$ cat config.mk
export PLATFORM = sky130hd
export DESIGN_NAME = pipe_stage
export DESIGN_NICKNAME = d
export VERILOG_FILES = /design/src/rtl/pipe_stage.sv
export SDC_FILE = /design/constraint.sdc
export NUM_CORES = 1
export LEC_CHECK = 0
export CORE_MARGIN = 4
export CORE_UTILIZATION = 54
export CTS_CLUSTER_SIZE = 30
export DETAILED_ROUTE_END_ITERATION = 16
export GPL_ROUTABILITY_DRIVEN = 0
export HOLD_SLACK_MARGIN = 0.15
export PLACE_DENSITY = 0.85
export SLEW_MARGIN = 15
export SYNTH_ARGS = -nofsm -noshare
export SYNTH_HDL_FRONTEND = slang
export SYNTH_SLANG_ARGS = --single-unit
$ cat constraint.sdc
create_clock -name clk -period 8.9 [get_ports clk]
set_clock_uncertainty 0.2 [all_clocks]
set_input_delay 0.89 -clock clk [delete_from_list [all_inputs] [get_ports clk]]
set_output_delay 0.89 -clock clk [all_outputs]
set_load 0.01 [all_outputs]
$ cat src/rtl/pipe_stage.sv
`default_nettype none
// ============================================================================
//  Module   : pipe_stage
//  Purpose  : Valid/ready pipeline stage with a main register and a single
//             skid register. It sustains one transfer per cycle, and in_ready
//             comes directly from a flop. A flush empties the stage and
//             counts the entries it discarded in a saturating counter.
//  Ports    : clk, rst       - clock and synchronous active-high reset
//             flush          - discard every held entry
//             in_valid/in_ready/in_data    - upstream handshake and payload
//             out_valid/out_ready/out_data - downstream handshake and payload
//             drop_cnt       - saturating count of entries lost to flush
//  Revision : 1.0  initial release
// ============================================================================
module pipe_stage #(
    parameter int           W      = 32,
    parameter logic [W-1:0] BUBBLE = '0,
    parameter int           CW     = 16
) (
    input  logic          clk,
    input  logic          rst,
    input  logic          flush,
    input  logic          in_valid,
    input  logic [W-1:0]  in_data,
    output logic          in_ready,
    output logic          out_valid,
    output logic [W-1:0]  out_data,
    input  logic          out_ready,
    output logic [CW-1:0] drop_cnt
);

    typedef enum logic [1:0] {
        ST_EMPTY = 2'd0,
        ST_ONE   = 2'd1,
        ST_FULL  = 2'd2
    } state_t;

    state_t        r_state;
    logic [W-1:0]  r_main;
    logic [W-1:0]  r_skid;
    logic          r_in_ready;
    logic [CW-1:0] r_drop_cnt;

    state_t        w_state_nxt;
    logic [W-1:0]  w_main_nxt;
    logic [W-1:0]  w_skid_nxt;
    logic          w_in_fire;
    logic          w_out_fire;
    logic          w_out_valid;
    logic [1:0]    w_held;
    logic [1:0]    w_drop_inc;
    logic [CW:0]   w_drop_sum;
    logic [CW-1:0] w_drop_nxt;

    assign w_out_valid = (r_state != ST_EMPTY);
    assign w_in_fire   = in_valid & r_in_ready;
    assign w_out_fire  = w_out_valid & out_ready;

    // Next-state and data-path selection for the normal (non-flush) case.
    // Registers that lose their valid entry are reloaded with BUBBLE, so
    // out_data shows BUBBLE without any output multiplexer.
    always_comb begin
        w_state_nxt = r_state;
        w_main_nxt  = r_main;
        w_skid_nxt  = r_skid;
        case (r_state)
            ST_EMPTY: begin
                if (w_in_fire) begin
                    w_state_nxt = ST_ONE;
                    w_main_nxt  = in_data;
                end
            end
            ST_ONE: begin
                if (w_in_fire && w_out_fire) begin
                    w_main_nxt = in_data;
                end else if (w_in_fire) begin
                    w_state_nxt = ST_FULL;
                    w_skid_nxt  = in_data;
                end else if (w_out_fire) begin
                    w_state_nxt = ST_EMPTY;
                    w_main_nxt  = BUBBLE;
                end
            end
            ST_FULL: begin
                if (w_out_fire) begin
                    w_state_nxt = ST_ONE;
                    w_main_nxt  = r_skid;
                    w_skid_nxt  = BUBBLE;
                end
            end
            default: begin
                w_state_nxt = ST_EMPTY;
                w_main_nxt  = BUBBLE;
                w_skid_nxt  = BUBBLE;
            end
        endcase
    end

    // Entries lost on flush: everything held, minus the head when it is
    // handed downstream in the same cycle (that one counts as delivered).
    assign w_held     = (r_state == ST_FULL) ? 2'd2 :
                        (r_state == ST_ONE)  ? 2'd1 : 2'd0;
    assign w_drop_inc = w_held - {1'b0, w_out_fire};
    assign w_drop_sum = {1'b0, r_drop_cnt} + {{(CW-1){1'b0}}, w_drop_inc};
    assign w_drop_nxt = w_drop_sum[CW] ? {CW{1'b1}} : w_drop_sum[CW-1:0];

    always_ff @(posedge clk) begin
        if (rst) begin
            r_state    <= ST_EMPTY;
            r_main     <= BUBBLE;
            r_skid     <= BUBBLE;
            r_in_ready <= 1'b1;
            r_drop_cnt <= '0;
        end else if (flush) begin
            r_state    <= ST_EMPTY;
            r_main     <= BUBBLE;
            r_skid     <= BUBBLE;
            r_in_ready <= 1'b1;
            r_drop_cnt <= w_drop_nxt;
        end else begin
            r_state    <= w_state_nxt;
            r_main     <= w_main_nxt;
            r_skid     <= w_skid_nxt;
            // Registered copy of "next state still has room".
            r_in_ready <= (w_state_nxt != ST_FULL);
        end
    end

    assign in_ready  = r_in_ready;
    assign out_valid = w_out_valid;
    assign out_data  = r_main;
    assign drop_cnt  = r_drop_cnt;

endmodule
`default_nettype wire

==> results.json <==
{
  "total_leakage_power_nw": 1.72,
  "first_pass_iters": 4,
  "synthMuxAreaShare_pct": 12.8,
  "drive_gt1_share_pct": 8.07,
  "tns_ps": 0,
  "clk_latency_ps": 350,
  "syn_nets": 436,
  "vias": 3220,
  "synth-seq-cells": 83,
  "worstHoldPathType": "reg2reg",
  "regArea_mm2": 0.00166,
  "clkSinkCount": 83,
  "routed_via_density": 5.68,
  "rsz0062_at_grt": "false",
  "power_density_mw_per_mm2": 155,
  "synth_cell_types": 46,
  "multi_input_area_mm2": 0.00202,
  "syn_avg_cell_area_um2": 9.69,
  "std_cell_rows": 30,
  "yosysMostFrequentCell": "dfxtp_1",
  "num_io_pins": 87,
  "n_fill_cell": 512,
  "die_w_um": 92.2,
  "clockPowerShare_pct": 38.1,
  "synth_xor_area_share_pct": 1.83,
  "die_h_um": 92.2,
  "postRouteAntennaNets": 0,
  "grt_pass1_vias": 3203,
  "ys_seq_area_share_pct": 43.4,
  "yosys.area.top_type": "dfxtp_1",
  "hold_viol_final": 0,
  "cap_violations": 0,
  "port_buffers": 86,
  "synthAdderAreaFrac_pct": 1.50,
  "ys.warnings.count": 0,
  "area_growth_pct": 29.0,
  "combPwrFrac_pct": 11.6,
  "fmax_mhz": 280,
  "path_class": "in2reg",
  "drt-total-wl_um": 9250,
  "cp-end-kind": "flop",
  "yosys.area_share.simple_pct": 17.3,
  "synth_compound_area_share_pct": 18.9,
  "path_max_fanout": 54,
  "syn_inst": 395,
  "status": "complete, no violations",
  "ctsHoldBuffers": 0,
  "cts_buffers": 9,
  "htreeDepth": 3,
  "dieArea_mm2": 0.00850,
  "finalSetupViolCount": 0,
  "synth.top_cell.area_share_pct": 43.4,
  "ys.flop_type": "dfxtp_1",
  "synthArstFlopShare_pct": 0,
  "crit_required_ps": 8940,
  "max_slew_margin_pct": 30.5,
  "min_period_ps": 3570,
  "dpl_cell_area_mm2": 0.00471,
  "worstPathArrival_ps": 3620,
  "synth_edf_count": 0,
  "antennaDiodeCount": 0,
  "gr-usage-all-layers_pct": 22.1,
  "wl_per_cell_um": 16.3,
  "start_kind": "input port",
  "cts_setup_buffers": 0,
  "path_clk_slew_ps": 80,
  "start_util_pct": 56.0,
  "hpwl_um": 6160,
  "synth_top_family_by_area": "compound AO/OA/AOI/OAI gates",
  "switching_share_pct": 24.1,
  "ir_worst_vdd_mv": 0.0922,
  "drc": 0,
  "tightest_slew_ps": 1040,
  "grt_overflow": 0,
  "cts_resized": 0,
  "intPower_uw": 583,
  "cts_buffer_depth": 2,
  "cts-root-buf": "clkbuf_8",
  "grt_max_degree": 55,
  "core_mm2": 0.00683,
  "drt_iter0_drc": 157,
  "antenna_found_initial": 0,
  "seq_power_share_pct": 50.3,
  "yosys-top-cells-area": "dfxtp_1, mux2i_1, o2bb2ai_1",
  "synth.cell_area_mm2": 0.00383,
  "cts_tree": "built",
  "finalInstanceArea_mm2": 0.00494,
  "p_switching_uw": 185,
  "ys_top_cells_by_count": "dfxtp_1, mux2i_1, nor2_1, and2_1, o2bb2ai_1",
  "nets": 507,
  "grt_pass1_wl_um": 15400,
  "reg2regPathDepth": 9,
  "slew_violations": 0,
  "hold_depth": 1,
  "post-route-period-util_pct": 40.1
}
[registers in the layout, indices dropped and copies added, names as in the netlist]
| name | count |
|---|---|
| out_data | 32 |
| r_skid | 32 |
| in_ready | 1 |
| drop_cnt | 16 |
| r_state | 2 |
[power by group through the flow]
stage          registers (mW)  clock network [mW]  logic [mW]
2_1_floorplan           0.395                   0      0.0436
3_3_place_gp            0.395                   0      0.0854
3_5_place_dp            0.395                   0      0.0881
4_1_cts                 0.386               0.298      0.0887
5_1_grt                 0.388               0.316      0.0961
6_report                0.387               0.292      0.0888
[kinds of logic after synthesis]
group                      Yosys count
DFF                                 83
buffers and inverters               38
AOI/OAI and AO/OA                   88
adders and majority gates            4
and+or+nand+nor                    125
muxes                               49
xor gates and xnor gates             8
[critical path, stage by stage]
cell             delay [ps]
clkdlybuf4s50_1        1000
or2_2                   940
nor3_2                  170
buf_4                   310
a22o_1                  280
[metal layers]
| layer | vias to the layer above | track usage [%] | wire (um) |
|---|---|---|---|
| li1 | 1570 | - | - |
| met1 | 1523 | 28.7 | 4110 |
| met2 | 108 | 35.6 | 4480 |
| met3 | 19 | 4.02 | 490 |
| met4 | 0 | 10.1 | 173 |
| met5 | - | 0 | 0 |
[metrics by stage]
stage	total power, mW	hold WS, ps	setup WS [ps]	utilization, %	cells
after floorplan	0.439	260	5780	-	395
after global placement	0.480	251	5050	69.0	551
after detailed placement	0.483	248	4980	69.0	551
after CTS	0.773	278	5350	72.2	567
after global routing	0.799	295	5180	72.3	567
final	0.768	274	5330	72.3	567
[path summary, 6_finish.rpt]
check               start  slack, ps      endpoint
min reg2reg  out_data[16]        270  out_data[16]
min          out_data[16]        270  out_data[16]
max reg2reg    r_state[0]       5570  drop_cnt[15]
max                   rst       5330  out_data[10]
[final cells by class]
| class | instances | area share (%) |
|---|---|---|
| clock buffer | 9 | 2.51 |
| timing repair buffer | 89 | 17.9 |
| multi-input combinational | 274 | 41.0 |
| clock inverter | 7 | 1.85 |
| inverter | 9 | 0.684 |
| tap | 96 | 2.43 |
| sequential | 83 | 33.7 |
[layout by cell type, fill, tap and decap left out, types with 3 or more instances in the layout]
cell | synthesis | final
dfxtp_1 | 83 | 82
nor3_1 | 10 | 9
o21ai_2 | 6 | 6
o2bb2ai_1 | 32 | 32
a22oi_1 | 18 | 18
a21oi_1 | 5 | 5
mux2i_1 | 48 | 48
nor2_1 | 44 | 44
clkbuf_8 | 0 | 9
a22o_1 | 14 | 14
buf_4 | 0 | 3
nor4_1 | 5 | 5
ha_1 | 3 | 3
clkdlybuf4s50_1 | 0 | 86
nand2_1 | 8 | 8
and3_1 | 3 | 3
a311oi_1 | 3 | 3
and2_1 | 33 | 33
clkinv_2 | 0 | 3
xnor2_1 | 8 | 8
inv_1 | 8 | 8
nand3_1 | 7 | 7
Power figures use the tool's default switching activity.
